`config.mk`:
```
export PLATFORM = sky130hd
export DESIGN_NAME = rfphoenix_thread_sched
export DESIGN_NICKNAME = d
export VERILOG_FILES = /design/src/rtl/rfPhoenix_pkg.sv /design/src/rtl/rfPhoenix_rr_pick.sv /design/src/rtl/rfphoenix_thread_sched.sv
export SDC_FILE = /design/constraint.sdc
export NUM_CORES = 1
export LEC_CHECK = 0
export BUFFER_PORTS_ARGS = -buffer_cell sky130_fd_sc_hd__clkbuf_2
export CORE_MARGIN = 2
export CORE_UTILIZATION = 40
export DETAILED_ROUTE_END_ITERATION = 8
export REMOVE_ABC_BUFFERS = 1
export SLEW_MARGIN = 15
export SYNTH_ARGS = -nofsm -noshare
export SYNTH_HDL_FRONTEND = slang
export SYNTH_SLANG_ARGS = --single-unit
```
`constraint.sdc`:
```
create_clock -name clk -period 4.85 [get_ports clk]
set_clock_uncertainty 0.05 [all_clocks]
set_input_delay 0.97 -clock clk [delete_from_list [all_inputs] [get_ports clk]]
set_output_delay 0.97 -clock clk [all_outputs]
set_load 0.01 [all_outputs]
```
`src/rtl/rfPhoenix_pkg.sv`:
```
// Shared rfPhoenix scheduler definitions: default thread count, icache latency
// (the default minimum re-issue gap) and the thread-ID type.
package rfPhoenix_pkg;

    localparam int unsigned DEF_NTHREADS = 4;
    localparam int unsigned ICACHE_LAT   = 5;
    localparam int unsigned DEF_TIDW     = (DEF_NTHREADS > 1) ? $clog2(DEF_NTHREADS) : 1;

    typedef logic [DEF_TIDW-1:0] tid_t;

endpackage

```
`src/rtl/rfPhoenix_rr_pick.sv`:
```
// Combinational round-robin picker: first set bit of i_req at or after i_start,
// wrapping modulo N.
module rfPhoenix_rr_pick #(
    parameter int unsigned N  = 4,
    parameter int unsigned IW = 2
) (
    input  logic [N-1:0]  i_req,
    input  logic [IW-1:0] i_start,
    output logic          o_found,
    output logic [IW-1:0] o_idx
);

    always_comb begin
        int unsigned j;
        o_found = 1'b0;
        o_idx   = '0;
        j       = 0;
        for (int unsigned k = 0; k < N; k++) begin
            j = (32'(i_start) + k) % N;
            if (!o_found && i_req[j]) begin
                o_found = 1'b1;
                o_idx   = IW'(j);
            end
        end
    end

endmodule

```
`src/rtl/rfphoenix_thread_sched.sv`:
```
// Per-cycle barrel-pipeline thread scheduler with per-thread re-issue cooldown.
// Define RFPHOENIX_TSCHED_PRIO_EN to enable the two-level priority mode on prio_i.
module rfphoenix_thread_sched
    import rfPhoenix_pkg::*;
#(
    parameter int unsigned NTHREADS = DEF_NTHREADS,
    parameter int unsigned MIN_GAP  = ICACHE_LAT,
    parameter int unsigned TIDW     = (NTHREADS > 1) ? $clog2(NTHREADS) : 1,
    parameter int unsigned CNTW     = 32
) (
    input  logic                clk,
    input  logic                rst_n,
    input  logic [NTHREADS-1:0] thread_en_i,
    input  logic [NTHREADS-1:0] thread_stall_i,
    input  logic [NTHREADS-1:0] prio_i,
    input  logic                rdy_i,
    output logic [TIDW-1:0]     tid_o,
    output logic                vld_o,
    output logic [CNTW-1:0]     idle_cnt_o
);

    localparam int unsigned     CDW      = $clog2(MIN_GAP + 1);
    localparam logic [CDW-1:0]  CD_LOAD  = CDW'(MIN_GAP - 1);
    localparam logic [TIDW-1:0] LAST_TID = TIDW'(NTHREADS - 1);

    logic [TIDW-1:0]     r_tid;
    logic                r_vld;
    logic [TIDW-1:0]     r_last;
    logic [CNTW-1:0]     r_idle;
    logic                r_arm;
    logic [CDW-1:0]      r_cd [NTHREADS];

    logic [NTHREADS-1:0] w_elig;
    logic [TIDW-1:0]     w_start;
    logic                w_load;
    logic                w_found;
    logic [TIDW-1:0]     w_pick;
    logic                w_issue;

    always_comb begin
        w_elig = '0;
        for (int unsigned i = 0; i < NTHREADS; i++) begin
            w_elig[i] = thread_en_i[i] & ~thread_stall_i[i] & (r_cd[i] == '0)
                      & ~(r_vld & (r_tid == TIDW'(i)));
        end
    end

    assign w_start = (r_last == LAST_TID) ? '0 : r_last + 1'b1;
    assign w_load  = ~r_vld | rdy_i;

`ifdef RFPHOENIX_TSCHED_PRIO_EN
    logic            w_hi_found, w_lo_found;
    logic [TIDW-1:0] w_hi_idx, w_lo_idx;

    rfPhoenix_rr_pick #(.N(NTHREADS), .IW(TIDW)) u_pick_hi (
        .i_req   (w_elig & prio_i),
        .i_start (w_start),
        .o_found (w_hi_found),
        .o_idx   (w_hi_idx)
    );

    rfPhoenix_rr_pick #(.N(NTHREADS), .IW(TIDW)) u_pick_lo (
        .i_req   (w_elig),
        .i_start (w_start),
        .o_found (w_lo_found),
        .o_idx   (w_lo_idx)
    );

    assign w_found = w_hi_found | w_lo_found;
    assign w_pick  = w_hi_found ? w_hi_idx : w_lo_idx;
`else
    logic w_unused_prio;
    assign w_unused_prio = ^prio_i;

    rfPhoenix_rr_pick #(.N(NTHREADS), .IW(TIDW)) u_pick (
        .i_req   (w_elig),
        .i_start (w_start),
        .o_found (w_found),
        .o_idx   (w_pick)
    );
`endif

    // r_arm holds off issue for the first edge after reset release.
    assign w_issue = w_load & w_found & r_arm;

    always_ff @(posedge clk or negedge rst_n) begin
        if (!rst_n) begin
            r_tid  <= '0;
            r_vld  <= 1'b0;
            r_last <= LAST_TID;
            r_idle <= '0;
            r_arm  <= 1'b0;
            for (int unsigned i = 0; i < NTHREADS; i++) r_cd[i] <= '0;
        end else begin
            r_arm <= 1'b1;
            if (w_load) begin
                r_vld <= w_issue;
                if (w_issue) begin
                    r_tid  <= w_pick;
                    r_last <= w_pick;
                end
            end
            if (!r_vld && (r_idle != '1)) r_idle <= r_idle + 1'b1;
            for (int unsigned i = 0; i < NTHREADS; i++) begin
                if (w_issue && (w_pick == TIDW'(i))) r_cd[i] <= CD_LOAD;
                else if (r_cd[i] != '0)              r_cd[i] <= r_cd[i] - 1'b1;
            end
        end
    end

    assign tid_o      = r_tid;
    assign vld_o      = r_vld;
    assign idle_cnt_o = r_idle;

endmodule

```
==> impl_metrics.yaml, run 1 <==
timing:
  post-route-min-period_ns: 3.012
  finalCritPeriodShare_pct: 62.11
  rsz0062_at_grt: "false"
  hold_viol_final: 0
  tightestPinTransition_ns: 0.9547
  slew_violations: 0
  setup_viol: 0
  slew_headroom_pct: 35.52
  fmax_mhz: 332.0
  fin_tns_setup_ns: 0
floorplan:
  start_util_pct: 40.78
  dieWidth_um: 86.77
  pin_count: 50
  dieArea_mm2: 0.007528
  core_mm2: 0.006719
  row_count: 30
  die_h_um: 86.77
worst_setup_path:
  cp_slowest_stage_delay_ns: 0.57
  path_max_fanout: 13
  cpLargestDelayFamily: "compound AO/OA/AOI/OAI gates"
  worst_setup_path_start_kind: "input port"
  worstPathArrival_ns: 3.15
  endpoint_kind: "flip-flop"
  critical_path_required_ns: 4.99
  worst-path-buf-inv: 1
  slowest_stage: "nor4bb_1"
  worstPathCellList: "clkbuf_2 > nor4bb_1 > o211ai_1 > and2_1 > a41oi_2 > mux2_2"
  cp.depth: 6
  ff2ff_path_depth: 7
  crit_type: "in2reg"
clocking:
  clk_pin_slew_ns: 0.09
  tritoncts: "done"
  post_cts_buffers: 0
  cts_hold_buf: 0
  cts_buffers: 5
  cts.sinks: 50
  cts-root-buf: "clkbuf_8"
  clk_latency_ns: 0.31
  cts_resized: 0
  h-tree-depth: 2
  clk_path_buf_depth: 2
pwr:
  power.share.combinational_pct: 39.7
  power_density_mw_per_mm2: 485.6
  p_sw_share_pct: 37.61
  sequentialPowerShare_pct: 40.4
  power.leakage_nw: 1.460
  clkPwrFrac_pct: 19.9
  intPower_mw: 0.9607
  vdd_drop_max_mv: 0.2871
  p_switching_mw: 0.5791
synth:
  synth_top_area_cell: "dfrtp_1"
  synth_cell_types: 50
  syn_inst: 267
  ys_async_sr_fraction_pct: 100.0
  ys_ff_latch: 50
  netlist_area_mm2: 0.002740
  synth_flop_cell: "dfrtp_1"
  yosysTopAreaCellShare_pct: 43.84
  ys_top_cells_by_area: "dfrtp_1 (44%), xnor2_1 (8.3%), ha_1 (4.6%), nand2_1 (3.0%), nor2_1 (2.9%)"
  synth_warnings: 0
  synth-edff-count: 0
  avgSynthCellArea_um2: 10.26
  synth_seq_area_share_pct: 45.75
routing:
  vias: 2134
  wl_per_cell_um: 13.98
  wl_mm: 5.552
  ant_nets: 0
  firstDrtPassIters: 4
  drt-initial-drc-count: 137
  viasPerCell: 5.375
  remaining_drc_errors: 0
layout:
  final_common_cell: "dfrtp_1"
  drive_above_1_share_pct: 21.45
  final_cell_mix: "dfrtp_1 (48), clkbuf_2 (45), xnor2_1 (26)"
  finalNonFillerCells: 397
  area_growth_pct: 15.71
  nets: 341
  antenna_cells: 0
global_routing:
  grt_first_pass_wirelength_mm: 9.715
  grt-ovfl-total: 0
  grt_max_degree: 51
  track_usage_pct: 16.21
  antenna_found_initial: 0
  grt_pass1_vias: 2046
place:
  place_hpwl_mm: 4.051
  place_inst: 389
  gp_congestion: 0.8740
  portBuffers: 45
worst_hold_path:
  hold_path_depth: 2
  hold_class: "reg2reg"
flow_run:
  cap_violations: 0
outcome:
  status: "finished clean"
-- final cells by class --
type / count / area (um2)
repair buffers: 46 / 232.7
clock inverters: 3 / 48.80
flip-flops and latches: 50 / 1254
inverters: 12 / 45.04
multi-input cells: 201 / 1421
clock buffers: 5 / 68.82
fillers: 641 / 3548
well taps: 80 / 100.1
-- cell families (layout without fill, tap and decap cells) --
| family | Yosys count | after routing | share of synthesized area [%] |
|---|---|---|---|
| buffers and inverters | 16 | 66 | 2.374 |
| muxes | 12 | 12 | 4.749 |
| AOI/OAI and AO/OA | 42 | 42 | 10.64 |
| xor gates and xnor gates | 35 | 35 | 11.19 |
| DFF | 50 | 50 | 45.75 |
| other | 1 | 1 | 0.1369 |
| adders and majority gates | 10 | 10 | 4.566 |
| and+or+nand+nor | 101 | 101 | 20.59 |
-- cell usage after synthesis, types with 2 or more instances --
cell type  number
o31a_1          2
a31oi_1         9
inv_1          11
and3_1          4
and2_1          5
o211ai_1        5
ha_1           10
nor4bb_1        2
nand4_1        10
xor2_1          9
mux2_2          4
o31ai_1         5
mux2i_1         7
nand2b_1        2
o21a_1          2
nand4bb_1       2
dfstp_2         2
or2_1           2
xnor2_1        26
o21ai_0         2
dfrtp_1        48
nor2b_1         7
and4_1          3
clkbuf_1        2
a21oi_1         9
nand2_1        22
nor3_1          4
nor2_1         21
nand3_1         9
-- routing by layer --
metal	GRT usage, %	vias up	routed length (um)
li1	-	1048	-
met1	22.37	1042	2651
met2	25.94	40	2624
met3	4.095	4	224
met4	3.409	0	51
met5	0	-	0
-- power groups by stage --
stage	sequential, mW	clock, mW	combinational, mW
2_1_floorplan	0.627	0	0.453
3_3_place_gp	0.625	0	0.601
3_5_place_dp	0.630	0	0.620
4_1_cts	0.623	0.315	0.622
5_1_grt	0.642	0.334	0.705
6_report	0.622	0.306	0.612
-- state kept, by name, summed over array words and instances (netlist names) --
signal	flops
vld_o	1
r_cd	12
tid_o	2
r_arm	1
r_last	2
idle_cnt_o	32
-- through the flow --
| step | cell area [um2] | hold slack [ns] | util, % | power (mW) | setup slack [ns] |
|---|---|---|---|---|---|
| floorplan | 2720 | 0.3942 | - | 1.080 | 2.128 |
| global placement | 3053 | 0.4066 | 45.44 | 1.226 | 1.508 |
| detailed placement | 3053 | 0.4131 | 45.44 | 1.250 | 1.524 |
| CTS | 3171 | 0.4363 | 47.19 | 1.560 | 1.837 |
| global route | 3171 | 0.4726 | 47.19 | 1.681 | 1.520 |
| finish | 3171 | 0.4319 | 47.19 | 1.540 | 1.838 |
-- final timing paths --
path                                     start                          to  slack [ns]
setup / recovery             thread_stall_i[2]        tid_o[1]$_DFFE_PN0P_        1.84
hold / removal                 r_arm$_DFF_PN0_           vld_o$_DFFE_PN0P_        0.43
setup reg to reg           r_cd[3]$_DFFE_PN0P_        tid_o[1]$_DFFE_PN0P_        1.90
hold reg to reg                r_arm$_DFF_PN0_           vld_o$_DFFE_PN0P_        0.43
max in group asynchronous                rst_n             r_arm$_DFF_PN0_        3.61
min in group asynchronous                rst_n  idle_cnt_o[22]$_DFFE_PN0P_        0.70
-- worst min-delay path, stage by stage (launching register included) --
cell,delay (ns)
dfrtp_1,0.35
nand2_1,0.05
nand2_1,0.05
Note: power is estimated with default switching activity, not from simulation.
==> inputs of run 2 (changes only) <==
ABC_AREA = 1   (was unset)
clock period = 2.6 ns   (was 4.85 ns; I/O delays follow)
==> impl_metrics.yaml, run 2 <==
worst_setup_path:
  path_max_fanout: 6
  cp_common_cell: "nand2_1"
  crit_path_end: "r_cd[4]$_DFFE_PN0P_"
  slowest_stage: "dfstp_2"
  r2r-start: "r_last[0]$_DFFE_PN1P_"
  ff2ff_path_depth: 12
  worst_setup_path_start_kind: "flip-flop"
  r2r_slack_ns: 0.26
  critical_path_required_ns: 2.75
  endpoint_kind: "flip-flop"
  worstPathCellList: "ha_2 > inv_2 > xor2_2 > nand3_1 > nand2_1 > nand3b_1 > nand2_1 > inv_1 > nand2_1 > nand2_2 > nor2_2 > nor2_1"
  r2r-end: "r_cd[4]$_DFFE_PN0P_"
  crit_type: "reg2reg"
  worstPathArrival_ns: 2.49
  cp-startpoint: "r_last[0]$_DFFE_PN1P_"
  cp_slowest_stage_delay_ns: 0.61
timing:
  fmax_mhz: 427.6
  slew_violations: 0
  post-route-min-period_ns: 2.339
  fin_tns_setup_ns: 0
  finalCritPeriodShare_pct: 89.96
  tightestPinTransition_ns: 0.8078
  setup_viol: 0
  rsz0062_at_grt: "false"
  slew_headroom_pct: 46.14
  hold_viol_final: 0
routing:
  vias: 2784
  wl_mm: 7.225
  drt-initial-drc-count: 101
  ant_nets: 0
  wl_per_cell_um: 12.72
  remaining_drc_errors: 0
  firstDrtPassIters: 4
  viasPerCell: 4.901
clocking:
  cts.sinks: 50
  cts-root-buf: "clkbuf_8"
  cts_buffers: 5
  h-tree-depth: 2
  post_cts_buffers: 0
  clk_pin_slew_ns: 0.10
  clk_latency_ns: 0.31
  cts_hold_buf: 0
  tritoncts: "done"
  clk_path_buf_depth: 2
  cts_resized: 0
synth:
  synth_warnings: 0
  netlist_area_mm2: 0.003184
  yosysTopAreaCellShare_pct: 37.72
  synth_seq_area_share_pct: 39.37
  ys_async_sr_fraction_pct: 100.0
  synth_flop_cell: "dfrtp_1"
  synth-edff-count: 0
  ys_top_cells_by_area: "dfrtp_1 (38%), nand2_1 (12%), xor2_1 (7.4%), nand3_1 (6.1%), inv_1 (5.5%)"
  yosys-top-cells-count: "nand2_1 (104), dfrtp_1 (48), inv_1 (47), nor2_1 (42), nand3_1 (39)"
  avgSynthCellArea_um2: 7.710
  syn_inst: 413
  synth_cell_types: 32
  synth.most_common_cell: "nand2_1"
  ys_ff_latch: 50
  synth_top_area_cell: "dfrtp_1"
global_routing:
  grt-ovfl-total: 0
  track_usage_pct: 18.07
  grt_max_degree: 31
  grt_first_pass_wirelength_mm: 12.59
  antenna_found_initial: 0
  grt_pass1_vias: 2839
place:
  place_hpwl_mm: 5.643
  portBuffers: 45
  dpl_cell_area_mm2: 0.003550
  gp_congestion: 0.8749
layout:
  fin_area_mm2: 0.003647
  final_cell_mix: "nand2_1 (104), dfrtp_1 (48), inv_1 (46)"
  nets: 490
  drive_above_1_share_pct: 18.45
  final_common_cell: "nand2_1"
  area_growth_pct: 14.54
  largest_reg_flops: 32
  antenna_cells: 0
floorplan:
  start_util_pct: 41.21
  core_mm2: 0.007727
  dieArea_mm2: 0.008691
  dieWidth_um: 93.23
  row_count: 32
  pin_count: 50
  die_h_um: 93.23
pwr:
  vdd_drop_max_mv: 0.3650
  power.leakage_nw: 1.834
  power_density_mw_per_mm2: 899.8
outcome:
  status: "finished clean"
worst_hold_path:
  hold_class: "in2async"
flow_run:
  cap_violations: 0
[run 2: cell types whose count changed after synthesis, moves of 8 or more]
cell,delta
a31oi_1,-9
nor2_1,+21
xor2_1,+18
nor3_1,+8
nand3_1,+30
o21ai_0,+11
inv_1,+36
xnor2_1,-18
nand2_1,+82
[run 2: layout make-up]
class,count,area (um2)
sequential,50,1254
tap,102,127.6
clock buffer,6,82.58
clock inverter,2,12.51
multi-input combinational,311,1730
inverter,50,187.7
fill,785,4080
timing repair buffer,47,252.7
[run 2: report_power, final]
group / internal (mW) / total (mW) / switching [mW]
registers: 0.978 / 1.14 / 0.158
logic: 0.583 / 1.67 / 1.09
clock network: 0.214 / 0.477 / 0.263
total: 1.78 / 3.28 / 1.51
[run 2: kinds of logic after synthesis]
| group | share of synthesized area, % |
|---|---|
| and+or+nand+nor | 35.87 |
| buffers and inverters | 6.365 |
| DFF | 39.37 |
| xor gates and xnor gates | 10.14 |
| AOI/OAI and AO/OA | 4.204 |
| adders and majority gates | 3.929 |
| other | 0.1178 |
[run 2: worst min-delay path by stage]
stage	endpoint	start	slack, ns
3_3_place_gp	r_last[1]$_DFFE_PN1P_	r_last[1]$_DFFE_PN1P_	0.41
5_1_grt	idle_cnt_o[2]$_DFFE_PN0P_	rst_n	0.18
2_1_floorplan	idle_cnt_o[0]$_DFFE_PN0P_	rst_n	0.17
3_5_place_dp	r_last[1]$_DFFE_PN1P_	r_last[1]$_DFFE_PN1P_	0.41
4_1_cts	idle_cnt_o[2]$_DFFE_PN0P_	rst_n	0.15
6_report	idle_cnt_o[2]$_DFFE_PN0P_	rst_n	0.14
[run 2: through the flow]
stage | power (mW) | setup WS [ns] | hold WS (ns) | std cells | utilization [%]
CTS | 3.329 | 0.1823 | 0.1531 | 568 | 47.17
detailed placement | 2.837 | 0.2020 | 0.4127 | 560 | 45.94
finish | 3.282 | 0.2612 | 0.1418 | 568 | 47.20
global route | 3.638 | 0.03499 | 0.1807 | 568 | 47.20
global placement | 2.780 | 0.2327 | 0.4134 | 560 | 45.94
floorplan | 2.399 | 0.4885 | 0.1744 | 411 | -
[run 2: critical path: cells and delay by family (launching register included)]
family / cells / cell delay (ns)
and+or+nand+nor: 8 / 0.84
DFF: 1 / 0.61
adders and majority gates: 1 / 0.34
xor gates and xnor gates: 1 / 0.22
buffers and inverters: 2 / 0.16
[run 2: layer usage]
metal | part of all wire, % | GRT usage [%] | routed length [um] | up-vias
met2 | 49 | 31.47 | 3510 | 56
met4 | 2.3 | 5.637 | 163 | 0
met1 | 45 | 22.40 | 3255 | 1290
li1 | - | - | - | 1423
met3 | 4.1 | 3.707 | 296 | 15
met5 | 0 | 0 | 0 | -
